File: config.mk
export PLATFORM = sky130hd
export DESIGN_NAME = mac_accumulator
export DESIGN_NICKNAME = d
export VERILOG_FILES = /design/src/rtl/mac_acc_pkg.sv /design/src/rtl/prod_fifo.sv /design/src/rtl/mac_accumulator.sv
export SDC_FILE = /design/constraint.sdc
export NUM_CORES = 1
export LEC_CHECK = 0
export ABC_AREA = 1
export CAP_MARGIN = 20
export CORE_ASPECT_RATIO = 0.75
export CORE_UTILIZATION = 30
export CTS_CLUSTER_SIZE = 14
export DETAILED_ROUTE_END_ITERATION = 6
export HOLD_SLACK_MARGIN = 0.02
export PLACE_DENSITY = 0.43
export SYNTH_ARGS = -nofsm -noshare
export SYNTH_HDL_FRONTEND = slang
export SYNTH_SLANG_ARGS = --single-unit
File: constraint.sdc
create_clock -name clk -period 2.7 [get_ports clk]
set_input_delay 0.54 -clock clk [delete_from_list [all_inputs] [get_ports clk]]
set_output_delay 0.54 -clock clk [all_outputs]
set_load 0.05 [all_outputs]
File: src/rtl/mac_acc_pkg.sv
// Shared types and constants for the BF16/INT8 dot-product accumulator.
package mac_acc_pkg;

    localparam int EXP_W   = 8;
    localparam int MAN_W   = 7;
    localparam int EXT_W   = 11;  // {hidden, mantissa, guard, round, sticky}
    localparam int ENTRY_W = 18;  // {last, int8, data}

    localparam logic [EXP_W-1:0] BF16_INF_EXP = 8'hFF;
    localparam logic [15:0]      INT16_MAX    = 16'h7FFF;
    localparam logic [15:0]      INT16_MIN    = 16'h8000;

    typedef enum logic [2:0] {
        ST_IDLE,
        ST_I8ADD,
        ST_ALIGN,
        ST_ADD,
        ST_NORM,
        ST_ROUND,
        ST_EMIT
    } state_t;

    typedef struct packed {
        logic        last;
        logic        int8;
        logic [15:0] data;
    } entry_t;

    // Right shift of an extended magnitude; every bit shifted out ORs into sticky.
    function automatic logic [EXT_W-1:0] shr_sticky(input logic [EXT_W-1:0] v,
                                                    input logic [3:0]       sh);
        logic [EXT_W-1:0] shifted;
        logic [EXT_W-1:0] mask;
        shifted    = v >> sh;
        mask       = ({{(EXT_W-1){1'b0}}, 1'b1} << sh) - {{(EXT_W-1){1'b0}}, 1'b1};
        shr_sticky = {shifted[EXT_W-1:1], shifted[0] | (|(v & mask))};
    endfunction

endpackage

File: src/rtl/prod_fifo.sv
// Synchronous product FIFO; a write while full is dropped unless a pop frees a slot.
module prod_fifo #(
    parameter int DEPTH = 8,
    parameter int WIDTH = 18
) (
    input  logic             clk,
    input  logic             rst,
    input  logic [WIDTH-1:0] wr_data,
    input  logic             wr_en,
    input  logic             rd_en,
    output logic [WIDTH-1:0] rd_data,
    output logic             full,
    output logic             empty
);

    localparam int AW = $clog2(DEPTH);

    logic [WIDTH-1:0] mem [DEPTH];
    logic [AW:0]      wr_ptr;
    logic [AW:0]      rd_ptr;
    logic             do_rd;
    logic             do_wr;

    assign empty   = (wr_ptr == rd_ptr);
    assign full    = (wr_ptr[AW] != rd_ptr[AW]) && (wr_ptr[AW-1:0] == rd_ptr[AW-1:0]);
    assign do_rd   = rd_en && !empty;
    assign do_wr   = wr_en && (!full || do_rd);
    assign rd_data = mem[rd_ptr[AW-1:0]];

    // Pointer update; reset discards every buffered entry.
    always_ff @(posedge clk) begin
        if (!rst) begin
            wr_ptr <= '0;
            rd_ptr <= '0;
        end else begin
            if (do_wr) wr_ptr <= wr_ptr + (AW+1)'(1);
            if (do_rd) rd_ptr <= rd_ptr + (AW+1)'(1);
        end
    end

    // Storage write; contents need no reset since the pointers gate visibility.
    always_ff @(posedge clk) begin
        if (do_wr) mem[wr_ptr[AW-1:0]] <= wr_data;
    end

endmodule

File: src/rtl/mac_accumulator.sv
// Running dot-product accumulator fed by the BF16/INT8 multiplier product stream.
module mac_accumulator
    import mac_acc_pkg::*;
#(
    parameter int DEPTH = 8
) (
    input  logic        clk,
    input  logic        rst,
    input  logic [15:0] i_prod,
    input  logic        i_vld,
    input  logic        int8_ip,
    input  logic        i_last,
    output logic [15:0] o_acc,
    output logic        o_acc_vld,
    output logic        o_busy,
    output logic        o_ovf,
    output logic        o_mode_err
);

    state_t state, state_nxt;

    entry_t wr_entry, rd_entry;
    logic   fifo_full, fifo_empty, pop;

    logic [15:0] acc;
    logic [15:0] cur_data;
    logic        cur_last;
    logic        mode_set, mode_int8, mismatch;

    logic [EXT_W-1:0]  a_mag, p_mag, r_mag;
    logic              a_sgn, p_sgn, r_sgn;
    logic signed [9:0] e_r;

    assign wr_entry = '{last: i_last, int8: int8_ip, data: i_prod};
    assign mismatch = mode_set && (rd_entry.int8 != mode_int8);

    prod_fifo #(
        .DEPTH(DEPTH),
        .WIDTH(ENTRY_W)
    ) u_fifo (
        .clk    (clk),
        .rst    (rst),
        .wr_data(wr_entry),
        .wr_en  (i_vld),
        .rd_en  (pop),
        .rd_data(rd_entry),
        .full   (fifo_full),
        .empty  (fifo_empty)
    );

    // INT8 saturating add
    logic [16:0] i8_sum;
    logic [15:0] i8_res;
    assign i8_sum = {acc[15], acc} + {{9{cur_data[7]}}, cur_data[7:0]};
    assign i8_res = (i8_sum[16] != i8_sum[15]) ? (i8_sum[16] ? INT16_MIN : INT16_MAX)
                                               : i8_sum[15:0];

    // BF16 operand classification and alignment
    logic [EXP_W-1:0] p_exp, a_exp, exp_diff, al_exp;
    logic [EXT_W-1:0] p_ext, a_ext, al_a, al_p;
    logic [3:0]       sh_amt;
    logic             p_zero, a_zero, any_inf, p_big, shortcut;
    logic [15:0]      short_res;

    assign p_exp    = cur_data[14:7];
    assign a_exp    = acc[14:7];
    assign p_zero   = (p_exp == '0);
    assign a_zero   = (a_exp == '0);
    assign any_inf  = (p_exp == BF16_INF_EXP) || (a_exp == BF16_INF_EXP);
    assign shortcut = p_zero || a_zero || any_inf;
    assign p_ext    = {1'b1, cur_data[MAN_W-1:0], 3'b000};
    assign a_ext    = {1'b1, acc[MAN_W-1:0], 3'b000};
    assign p_big    = (p_exp > a_exp);
    assign exp_diff = p_big ? (p_exp - a_exp) : (a_exp - p_exp);
    assign sh_amt   = (exp_diff > 8'd11) ? 4'd11 : exp_diff[3:0];
    assign al_a     = p_big ? shr_sticky(a_ext, sh_amt) : a_ext;
    assign al_p     = p_big ? p_ext : shr_sticky(p_ext, sh_amt);
    assign al_exp   = p_big ? p_exp : a_exp;

    // Shortcut result priority: zero operand first, then infinity (existing inf is kept)
    always_comb begin
        short_res = acc;
        if (p_zero)                     short_res = acc;
        else if (a_zero)                short_res = cur_data;
        else if (a_exp == BF16_INF_EXP) short_res = acc;
        else                            short_res = {cur_data[15], BF16_INF_EXP, 7'h00};
    end

    // Signed-magnitude add of the aligned operands
    logic [11:0]       sum12;
    logic              add_sgn, add_zero;
    logic [EXT_W-1:0]  add_mag;
    logic signed [9:0] add_exp;

    always_comb begin
        sum12   = '0;
        add_sgn = a_sgn;
        if (a_sgn == p_sgn) begin
            sum12 = {1'b0, a_mag} + {1'b0, p_mag};
        end else if (a_mag >= p_mag) begin
            sum12 = {1'b0, a_mag - p_mag};
        end else begin
            sum12   = {1'b0, p_mag - a_mag};
            add_sgn = p_sgn;
        end
    end

    assign add_zero = (sum12 == '0);
    assign add_mag  = sum12[11] ? {sum12[11:2], sum12[1] | sum12[0]} : sum12[10:0];
    assign add_exp  = sum12[11] ? e_r + 10'sd1 : e_r;

    // Round to nearest even and range clamp
    logic              rup;
    logic [8:0]        mant9;
    logic signed [9:0] rnd_exp;
    logic [MAN_W-1:0]  rnd_man;
    logic [15:0]       rnd_res;

    assign rup     = r_mag[2] && (r_mag[1] || r_mag[0] || r_mag[3]);
    assign mant9   = {1'b0, r_mag[10:3]} + {8'd0, rup};
    assign rnd_exp = mant9[8] ? e_r + 10'sd1 : e_r;
    assign rnd_man = mant9[8] ? mant9[7:1] : mant9[6:0];

    always_comb begin
        rnd_res = {r_sgn, rnd_exp[7:0], rnd_man};
        if (rnd_exp >= 10'sd255)    rnd_res = {r_sgn, BF16_INF_EXP, 7'h00};
        else if (rnd_exp <= 10'sd0) rnd_res = {r_sgn, 15'h0000};
    end

    // FSM state register
    always_ff @(posedge clk) begin
        if (!rst) state <= ST_IDLE;
        else      state <= state_nxt;
    end

    // FSM next-state logic
    always_comb begin
        state_nxt = state;
        case (state)
            ST_IDLE: begin
                if (!fifo_empty) begin
                    if (mismatch)           state_nxt = rd_entry.last ? ST_EMIT : ST_IDLE;
                    else if (rd_entry.int8) state_nxt = ST_I8ADD;
                    else                    state_nxt = ST_ALIGN;
                end
            end
            ST_I8ADD: state_nxt = cur_last ? ST_EMIT : ST_IDLE;
            ST_ALIGN: begin
                if (shortcut) state_nxt = cur_last ? ST_EMIT : ST_IDLE;
                else          state_nxt = ST_ADD;
            end
            ST_ADD: begin
                if (add_zero)        state_nxt = cur_last ? ST_EMIT : ST_IDLE;
                else if (add_mag[10]) state_nxt = ST_ROUND;
                else                 state_nxt = ST_NORM;
            end
            ST_NORM:  state_nxt = r_mag[9] ? ST_ROUND : ST_NORM;
            ST_ROUND: state_nxt = cur_last ? ST_EMIT : ST_IDLE;
            ST_EMIT:  state_nxt = ST_IDLE;
            default:  state_nxt = ST_IDLE;
        endcase
    end

    // FSM outputs: FIFO pop and busy flag
    always_comb begin
        pop    = (state == ST_IDLE) && !fifo_empty;
        o_busy = (state != ST_IDLE) || !fifo_empty;
    end

    // Datapath registers, result output and sticky error flags
    always_ff @(posedge clk) begin
        if (!rst) begin
            acc        <= '0;
            cur_data   <= '0;
            cur_last   <= 1'b0;
            mode_set   <= 1'b0;
            mode_int8  <= 1'b0;
            a_mag      <= '0;
            p_mag      <= '0;
            r_mag      <= '0;
            a_sgn      <= 1'b0;
            p_sgn      <= 1'b0;
            r_sgn      <= 1'b0;
            e_r        <= '0;
            o_acc      <= '0;
            o_acc_vld  <= 1'b0;
            o_ovf      <= 1'b0;
            o_mode_err <= 1'b0;
        end else begin
            o_acc_vld <= 1'b0;
            if (i_vld && fifo_full && !pop) o_ovf <= 1'b1;
            case (state)
                ST_IDLE: begin
                    if (pop) begin
                        cur_data <= rd_entry.data;
                        cur_last <= rd_entry.last;
                        if (mismatch) begin
                            o_mode_err <= 1'b1;
                        end else if (!mode_set) begin
                            mode_set  <= 1'b1;
                            mode_int8 <= rd_entry.int8;
                        end
                    end
                end
                ST_I8ADD: acc <= i8_res;
                ST_ALIGN: begin
                    if (shortcut) begin
                        acc <= short_res;
                    end else begin
                        a_mag <= al_a;
                        p_mag <= al_p;
                        a_sgn <= acc[15];
                        p_sgn <= cur_data[15];
                        e_r   <= $signed({2'b00, al_exp});
                    end
                end
                ST_ADD: begin
                    if (add_zero) begin
                        acc <= '0;
                    end else begin
                        r_mag <= add_mag;
                        r_sgn <= add_sgn;
                        e_r   <= add_exp;
                    end
                end
                ST_NORM: begin
                    r_mag <= {r_mag[EXT_W-2:0], 1'b0};
                    e_r   <= e_r - 10'sd1;
                end
                ST_ROUND: acc <= rnd_res;
                ST_EMIT: begin
                    o_acc     <= acc;
                    o_acc_vld <= 1'b1;
                    acc       <= '0;
                    mode_set  <= 1'b0;
                end
                default: ;
            endcase
        end
    end

endmodule

; Word level (Yosys, flattened, before mapping)
; Memory sizes are Yosys's and may differ from the RTL's. A register that Yosys moved wholly into a read port is not among the register bits.
; Cells that the tools add are included.
[word_totals]
memories = 1
latchBits = 0
output_inout_bits = 20
wordCells = 158
regBits = 111
mem_bits_ro = 0
ramBits = 144
[mem_list]
columns = memory, depth, word_bits, rd, rd_ports_with_merged_regs, write_ports, line_no
row1 = u_fifo.mem, 8, 18, 1, 1, 1, prod_fifo.sv:18  ; logic [WIDTH-1:0] mem [DEPTH];
[classes]
n_lt_le_gt_ge = 5
bitwise = 9
eq_ne = 24
n_mul = 0
n_shift = 3
n_addsub = 12
reduce_logical = 39
n_mux = 46
div = 0
[ops]
columns = op, count
row1 = $mux W16, 7
row2 = $pmux W16 S5, 1
row3 = $mux W11, 5
row4 = $mux W10, 4
row5 = $mux W15, 2
row6 = $pmux W10 S3, 1
row7 = $mux W3, 8
row8 = $and A11 B11 Y11, 2
row9 = $pmux W11 S2, 1
row10 = $reduce_or A11 Y1, 2
row11 = $shr A11 B4 Y11, 2
row12 = $sub A11 B11 Y11, 2
row13 = $ne A2 B2 Y1 const B, 9
row14 = $add A16 B8 Y17, 1
row15 = $eq A8 B8 Y1 const B, 2
row16 = $logic_not A8 Y1, 2
row17 = $mux W8, 2
row18 = $sub A8 B8 Y8, 2
row19 = $pmux W3 S5, 1
row20 = $add A11 B11 Y12, 1
row21 = $logic_not A12 Y1, 1
row22 = $mux W12, 1
row23 = $ge A11 B11 Y1, 1
row24 = $shl A1 B4 Y11 const A, 1
row25 = other kinds (36), 77

; Longest topological paths before layout
; Gate-level depths: netlist (run 1).
[depth]
ltp_word = 10
depth_mapped = 25
depth_no_buf = 24

; Cells and area by module
; A second synthesis (run 1) with hierarchy kept.
[unflattened]
hier_cells = 2092
hier_area_um2 = 15895.2
[by_module_without_submodules]
columns = module, seq_area_each_um2, area_each_um2, cells_per_inst, n_inst
row1 = mac_accumulator, 2062.0, 9705.6, 1580, 1
row2 = prod_fifo, 4544.4, 6189.7, 512, 1

; Worst setup path before layout (run 1)
; OpenSTA, ideal clock, no wires.
[synth_timing]
path_kind = register to register
startpoint = register cur_data[0]
endpoint = register acc[1]
synth_period_minus_slack_ns = 2.809
path_stages_with_launch = 17
arrival_time_ns = 2.745
required_ns = 2.636
setup_slack_ns = -0.109
path_buffers = 0
setup_time_ns = 0.064
cell_sequence = dfxtp_1 ha_1 inv_1 fa_1 nand3b_1 nand2_1 a21boi_0 o21ai_0 nand3_1 nand2_1 nor2_1 a21oi_1 nor2_1 nor2_1 a21boi_0 nor2_1 nor2_1
[synth_via]
elab_chain_len = 4
[synth_lines]
columns = item, line_no
row1 = start: declaration, mac_accumulator.sv:26  ; logic [15:0] cur_data;
row2 = start signal: assignment, mac_accumulator.sv:195  ; cur_data <= rd_entry.data;
row3 = $add A16 B8 Y17 (*), mac_accumulator.sv:54  ; assign i8_sum = {acc[15], acc} + {{9{cur_data[7]}}, cur_data[7:0]};
row4 = $mux W16 / $ne A1 B1 Y1 (equally long branches), mac_accumulator.sv:55  ; assign i8_res = (i8_sum[16] != i8_sum[15]) ? (i8_sum[16] ? INT16_MIN : INT16_MAX)
row5 = $mux W16 (*), mac_accumulator.sv:55
row6 = $pmux W16 S5 (*), mac_accumulator.sv:192  ; case (state)
row7 = end signal: assignment, mac_accumulator.sv:205  ; ST_I8ADD: acc <= i8_res;
row8 = end signal: assignment, mac_accumulator.sv:208  ; acc <= short_res;
row9 = end signal: assignment, mac_accumulator.sv:230  ; ST_ROUND: acc <= rnd_res;
row10 = end: declaration, mac_accumulator.sv:25  ; logic [15:0] acc;
; Every way passes the cells marked *; elsewhere a longest branch is shown, timed or not.
; A chain may end at the register's enable or synchronous reset.

; Final worst setup path (run 1)
[layout_timing]
startpoint = register cur_data[14]
endpoint = register p_mag[3]
[layout_via]
elab_chain_len = 6
[layout_lines]
columns = item, line_no
row1 = $sub A8 B8 Y8 / $gt A8 B8 Y1 (equally long branches), "mac_accumulator.sv:74, mac_accumulator.sv:73"
row2 = $mux W8, mac_accumulator.sv:74  ; assign exp_diff = p_big ? (p_exp - a_exp) : (a_exp - p_exp);
row3 = $gt A8 B4 Y1, mac_accumulator.sv:75  ; assign sh_amt = (exp_diff > 8'd11) ? 4'd11 : exp_diff[3:0];
row4 = $mux W4, mac_accumulator.sv:75
row5 = $shr A11 B4 Y11, mac_acc_pkg.sv:34  ; shifted = v >> sh;
row6 = $mux W11, mac_accumulator.sv:77  ; assign al_p = p_big ? p_ext : shr_sticky(p_ext, sh_amt);
row7 = end signal: assignment, mac_accumulator.sv:211  ; p_mag <= al_p;
row8 = end: declaration, mac_accumulator.sv:30  ; logic [EXT_W-1:0] a_mag, p_mag, r_mag;
; Several ways; a longest one is shown, not always the timed one.

==> key figures, run 1 <==
Run status
  • Status: complete, but fails checks
  • Failing checks: negative setup slack

GRT
  • Grt total ovfl: 0
  • Largest net degree at the start of global routing: 69
  • Initial antenna violation count: 1
  • First-pass GRT wire length: 86,770 µm
  • Gr usage total: 20.84%
  • Vias in the first global route: 14,640

Synth
  • Post-synthesis instance total: 2,042
  • Synth warnings: 0
  • Adder-Cell Fraction of Synth Area: under 10%
  • Register area share after synthesis: about two fifths
  • Synth Area in Compound Gates: 16.29%
  • XOR/XNOR share of the synthesized area: between 2 and 3%
  • Multiplexer share of the synthesized area: less than 1%
  • Post-synthesis net count: 2,137
  • Asr flop ratio synth: 0%
  • Post-synthesis register bit count: 258
  • Largest family of logic cells by synthesized area: simple AND/OR/NAND/NOR gates
  • Most used DFF post-synth: edfxtp_1
  • Post-synth EDFFs: between 100 and 150
  • Synth cell types: 67
  • Average size of a mapped cell: between 7 and 8 µm²
  • Post-Synth Simple-Gate Area: approximately 25%
  • Post-Syn Area: ~16,000 µm²

Power and ir drop
  • Clock power frac: roughly 14%
  • Switch share: between 40 and 50%
  • Power density cells: 1352 nW/µm²
  • Comb pwr share: between 60 and 70%
  • Sw Pwr: 14.29 mW
  • P_int: approximately 15 mW
  • Max VDD drop: roughly 0.64 mV
  • LEAKAGE: ~9.0 nW
  • Sequential share of power: between 10% and 20%

STA
  • Hold Fails Final Rpt: 0
  • Worst setup slack after layout: -213.2 ps
  • RSZ-0062 raised after global routing: yes
  • Worst Tran Pin Value: a little over 700 ps
  • Layout Skew: 36.60 ps
  • Final worst-path cycle share: 107.9%
  • Final Max Tran Viols: 0
  • Min Tclk post-route: roughly 2900 ps
  • Slew headroom: about half
  • Setup violators final: 48
  • F_max: ~340 MHz

Clock network
  • CTS H-tree depth: 1
  • Num CTS Buffers: 30
  • Clock insertion delay at the later pin of the skew report: ~600 ps
  • Clock-pin slew on the worst setup and hold paths: around 80 ps
  • CTS max path bufs: 3
  • CTS root buf: clkbuf_16
  • CTS tree: yes
  • TritonCTS Sinks: between 200 and 300

Setup path
  • Maximum fanout along the worst path: 7
  • CP startpoint: cur_data[14]
  • Critical path type: reg -> reg
  • R2r startpoint: cur_data[14]
  • Crit path DAT: 3400 ps
  • Worst EP required: between 3000 and 4000 ps
  • Crit start category: register
  • Crit. End Element: register

Floorplanning
  • Die area: between 50,000 and 60,000 µm²
  • Die Ht: about 200 µm
  • Core footprint: around 52,000 µm²
  • Rows: about 70
  • Die Width: between 200 and 300 µm
  • Initial core utilization: between 30% and 40%
  • # IOs: approximately 40

Layout
  • Most frequent cells in the layout: nand2_1 (383), buf_4 (315), nor2_1 (182)
  • Antenna Cells: 0
  • Final std cells w/o fill: between 3,000 and 4,000
  • Post-Route Utilization: roughly 42%
  • Most common cell after layout, fill and taps aside: nand2_1
  • NumNets Final: between 2,000 and 2,500
  • Finished Cell Area: around 22,000 µm²
  • Area growth syn-to-layout: 37.31%
  • Share of layout cells above drive strength 1: 30.79%

Drt
  • Via Count: 15,340
  • Via/cell ratio: about 4.9
  • Wire per inst: around 18 µm
  • Post-route ant nets: 0
  • DRT Pass-1 Iters: 5
  • Routed WL: roughly 57,000 µm
  • Initial DRC count: 1,249
  • DRC viols: 0

Placed design
  • PortBufs: 40
  • HPWL after DPL: roughly 42,000 µm
  • Placed cell area: ~19,000 µm²
  • Dpl cells: roughly 3,000
  • RePlAce Congestion: a little under 0.9

Hold path
  • Hold Path Class: in -> reg
  • Worst Hold Launch: rst

Job
  • Max_cap viols: 0
-- layout make-up --
cell class / instances / area (µm²)
flip-flops and latches: 258 / 6666
repair buffers: 387 / 3312
clock inverters: 18 / 205.2
inverters: 215 / 848.3
fillers: 5335 / 30160
clock buffers: 38 / 802.0
well taps: 703 / 879.6
multi-input cells: 1491 / 9196
-- critical path, stage by stage (launching register included) --
cell	delay, ps
dfxtp_1	490
ha_4	260
nand2_2	110
nor2_4	70
nand3_4	130
a21boi_4	280
nand2_2	120
a21oi_4	180
nand4_4	190
buf_6	190
nand2_1	50
o21ai_1	70
or2_1	210
o211ai_1	120
nand3_2	180
a21oi_2	150
-- per-stage QoR --
stage | power (mW) | hold slack (ps) | setup slack, ps | setup TNS, ps
floorplan | 15.52 | 443.0 | -30.85 | -30.85
global placement | 22.03 | 453.1 | -596.0 | -22970
detailed placement | 21.98 | 445.0 | -597.8 | -23030
CTS | 28.09 | 375.8 | -198.8 | -6064
global route | 31.77 | 403.2 | -381.5 | -13650
finish | 29.62 | 407.3 | -213.2 | -4288
-- routing by layer --
layer	global-route usage (%)	part of all wire [%]
met1	33.73	54
met2	28.84	40
met3	3.255	5.3
met4	2.980	1.2
met5	0	0
-- path summary, 6_finish.rpt --
check,to,cells after the start,slack (ps)
min reg2reg,o_ovf,2,460
max reg2reg,p_mag[3],15,-210
min,a_mag[6],3,410
max,p_mag[3],15,-210
-- logic make-up after synthesis --
logic type / after synthesis
compound gates: 455
mux: 1
fa+ha+maj: 74
xor+xnor: 54
simple gates: 901
flops: 258
buf+inv: 299
-- what timing repair did --
action | 4_1_cts | 5_1_grt
buffers inserted | 25 | 22
cloned | 6 | 2
resized for setup | 149 | 195
hold endpoints to repair | 0 | 0
endpoints found under the setup margin | 63 | 64
hold buffers | 0 | 0
pin swaps | 30 | 101
-- Yosys cell counts (4+ instances only) --
| cell type | n | area (µm²) |
|---|---|---|
| nand3b_1 | 4 | 30.03 |
| nand2_2 | 21 | 131.4 |
| a31oi_1 | 27 | 168.9 |
| dfxtp_1 | 114 | 2282 |
| nor2_2 | 10 | 62.56 |
| inv_2 | 15 | 56.30 |
| ha_1 | 68 | 850.8 |
| a41oi_1 | 5 | 43.79 |
| clkinv_1 | 5 | 18.77 |
| a21boi_0 | 4 | 30.03 |
| nand2_1 | 437 | 1640 |
| a21oi_1 | 109 | 545.5 |
| nand2_4 | 9 | 101.4 |
| clkbuf_1 | 51 | 191.4 |
| edfxtp_1 | 144 | 4324 |
| o21ai_0 | 203 | 1016 |
| inv_1 | 194 | 728.2 |
| xor2_1 | 41 | 359.1 |
| xnor2_1 | 13 | 113.9 |
| o21ai_2 | 4 | 35.03 |
| buf_4 | 7 | 52.55 |
| buf_6 | 10 | 112.6 |
| nand3_1 | 133 | 665.6 |
| nor3_1 | 7 | 35.03 |
| o211ai_1 | 10 | 75.07 |
| nor2_1 | 215 | 807.0 |
| o22ai_1 | 40 | 250.2 |
| buf_2 | 10 | 50.05 |
| nor3_2 | 4 | 40.04 |
| o31ai_1 | 5 | 37.54 |
| fa_1 | 6 | 120.1 |
| nand4_1 | 27 | 168.9 |
| o21ai_1 | 11 | 55.05 |
| nand3_2 | 10 | 100.1 |
| nor4_1 | 9 | 56.30 |
| a22oi_1 | 6 | 45.04 |
-- power by group through the flow --
stage / Clock [mW] / Combinational (mW) / Sequential, mW
after floorplan: 0 / 10.5 / 5.02
after global placement: 0 / 16.9 / 5.09
after detailed placement: 0 / 16.9 / 5.09
after CTS: 4.31 / 18.7 / 5.06
after global routing: 4.45 / 22.2 / 5.15
final: 4.20 / 20.3 / 5.09
-- registers in the layout, summed over array words and instances, names as in the netlist, 10 cells and up, named ones only --
name / flops
e_r: 10
o_acc: 16
cur_data: 16
acc: 16
r_mag: 11
u_fifo.mem: 144
p_mag: 11
a_mag: 11
No activity file was read; power rests on OpenSTA's default activity.
==> run 2, diff against run 1 <==
PLACE_DENSITY = 0.42   (was 0.43)
clock period = 3.6 ns   (was 2.7 ns; I/O delays follow)
==> run 2 against run 1 <==
Fmax is 13% lower. Final cell count down 8.8%. Largest cell class unchanged. First-iteration DRC count down 2.5%. Sequential share of layout area increased by 5.4 points. Hold slack better by 52 ps. Count of clock-buffer cells in the layout up 5. Global-route usage is 0.81 points lower. Wire length is 4.4% lower. Critical endpoint unchanged. Clock skew decreased by 2.2 ps. Highest routed layer unchanged. Via count fell by 6.5%. The run now ends clean.
==> key figures, run 2 (synthesized netlist as in run 1, its figures left out) <==
Run status
  • Status: completed

Power and ir drop
  • Pwr Total: 18.01 mW
  • P_int: 8.726 mW
  • Sw Pwr: around 9.3 mW
  • Comb pwr share: slightly above 60%
  • Power density cells: about 1000 nW/µm²
  • LEAKAGE: around 7.4 nW
  • Max VDD drop: 0.5513 mV
  • Switch share: 51.55%
  • Clock power frac: around 16%
  • Sequential share of power: around a fifth

GRT
  • Vias in the first global route: about 14,000
  • Met1 Usage GRT: 32.65%
  • Largest net degree at the start of global routing: 70
  • M3 GR Usage: under 10%
  • First-pass GRT wire length: about 83,000 µm
  • Gr busiest metal: met1
  • Grt total ovfl: 0
  • Initial antenna violation count: 1
  • GR Layer Usage met2: 27.09%
  • Gr usage total: about 20%

Layout
  • Most common cell after layout, fill and taps aside: nand2_1
  • Area growth syn-to-layout: 15.78%
  • Most frequent cells in the layout: nand2_1 (435), nor2_1 (207), o21ai_0 (203)
  • Share of layout cells above drive strength 1: approximately 11%
  • Final std cells w/o fill: between 2,000 and 3,000
  • Post-Route Utilization: between 30% and 40%
  • Finished Cell Area: between 15,000 and 20,000 µm²
  • Antenna Cells: 0
  • Max reg flops: about 140
  • NumNets Final: 2,205
  • Filler cell count: between 5,000 and 6,000

STA
  • Final Max Tran Viols: 0
  • Setup violators final: 0
  • RSZ-0062 raised after global routing: no
  • Final worst-path cycle share: 92.83%
  • Setup TNS: 0 ps
  • Slew headroom: about 28%
  • Hold Fails Final Rpt: 0
  • Min Tclk post-route: between 3000 and 4000 ps
  • Layout Skew: 34.37 ps
  • F_max: around 300 MHz
  • Worst Tran Pin Value: about 1100 ps

Hold path
  • WHS Endpoint: o_ovf
  • Hold Path Class: reg -> reg
  • Hold path cells: 2
  • Worst Hold Launch: o_ovf

Drt
  • Via Count: about 14,000
  • DRC viols: 0
  • Via/cell ratio: between 5 and 6
  • Wire per inst: between 15 and 20 µm
  • DRT Pass-1 Iters: 6
  • Routed WL: 54,460 µm
  • Post-route ant nets: 0
  • Initial DRC count: between 1,000 and 1,500

Placed design
  • Dpl cells: about 2,800
  • PortBufs: 40
  • HPWL after DPL: between 30,000 and 40,000 µm
  • Placed cell area: approximately 17,000 µm²
  • RePlAce Congestion: 0.8903

Clock network
  • Num CTS Buffers: 29
  • CTS tree: yes
  • Clock-pin slew on the worst setup and hold paths: 70 ps
  • CTS root buf: clkbuf_16
  • CTS max path bufs: 3
  • TritonCTS Sinks: 258
  • # hold bufs at CTS: 0
  • CTS H-tree depth: 1
  • Clock insertion delay at the later pin of the skew report: 580 ps

Floorplanning
  • Core footprint: 52,070 µm²
  • Rows: 72
  • Die area: ~54,000 µm²
  • # IOs: 41
  • Die Ht: just over 200 µm
  • Die Width: about 270 µm
  • Initial core utilization: approximately 30%

Setup path
  • Maximum fanout along the worst path: 8
  • Crit start category: register
  • Critical path type: reg -> reg
  • Reg2Reg Depth: 12
  • Worst R2R End: p_mag[3]
  • Crit. End Element: register
  • R2r startpoint: acc[11]
  • R2r setup slk: around 260 ps
  • Worst EP required: about 4100 ps
  • Crit path DAT: approximately 3900 ps

Job
  • Max_cap viols: 0
run 2: changes by cell type in the layout (fill, tap and decap cells not counted), sizes merged, moves of 2 or more:
cell,delta
clkinvlp,-3
clkinv,-5
buf,-269
inv,+2
bufinv,-2
clkbuf,+6
nand2,-4
run 2: power by group through the flow:
stage	combinational, mW	sequential (mW)	clock [mW]
floorplan	7.87	3.77	0
global placement	10.8	3.91	0
detailed placement	10.7	3.90	0
CTS	10.8	3.84	3.04
global route	12.5	3.90	3.13
finish	11.2	3.84	2.95
run 2: layout make-up:
type / instances / area, µm² / area share (%)
sequential: 258 / 6610 / 35.78
inverter: 215 / 814.5 / 4.409
clock inverter: 10 / 111.4 / 0.6028
timing repair buffer: 120 / 1010 / 5.466
multi-input combinational: 1486 / 8240 / 44.61
clock buffer: 43 / 808.3 / 4.375
tap: 703 / 879.6 / 4.761
run 2: per-stage QoR:
| stage | hold slack (ps) | setup WS (ps) |
|---|---|---|
| 2_1_floorplan | 443.0 | 791.2 |
| 3_3_place_gp | 453.0 | 69.36 |
| 3_5_place_dp | 464.3 | 35.06 |
| 4_1_cts | 472.0 | 33.33 |
| 5_1_grt | 491.1 | 5.941 |
| 6_report | 459.7 | 258.0 |
run 2: worst max path at each step:
stage / from / endpoint / slack [ps] / depth (start not counted)
final: acc[11] / p_mag[3] / 260 / 12
after global routing: acc[11] / p_mag[0] / 6 / 19
after floorplan: cur_data[0] / acc[1] / 790 / 16
after CTS: a_mag[4] / acc[1] / 30 / 17
after detailed placement: a_mag[4] / acc[1] / 40 / 17
after global placement: a_mag[4] / acc[6] / 70 / 17
run 2: critical path: stages, from the launching register on:
cell and delay [ps]:
dfxtp_1 420, inv_1 90, ha_1 460, nand2_2 130, nor2_4 190, nand3_4 110, a21boi_4 180, buf_4 180
nor2_1 590, inv_1 340, nor2_1 240, nand3_1 170, a21oi_1 150
run 2: per-layer routing:
| metal | vias up | share of wire (%) |
|---|---|---|
| met5 | - | 0 |
| met4 | 0 | 1.6 |
| met3 | 65 | 6.2 |
| met2 | 380 | 39 |
| met1 | 6854 | 53 |
| li1 | 7051 | - |
run 2: timing repair:
item                       4_1_cts  5_1_grt
resized for setup                0       30
buffers inserted                 0        5
setup endpoints to repair        0       31
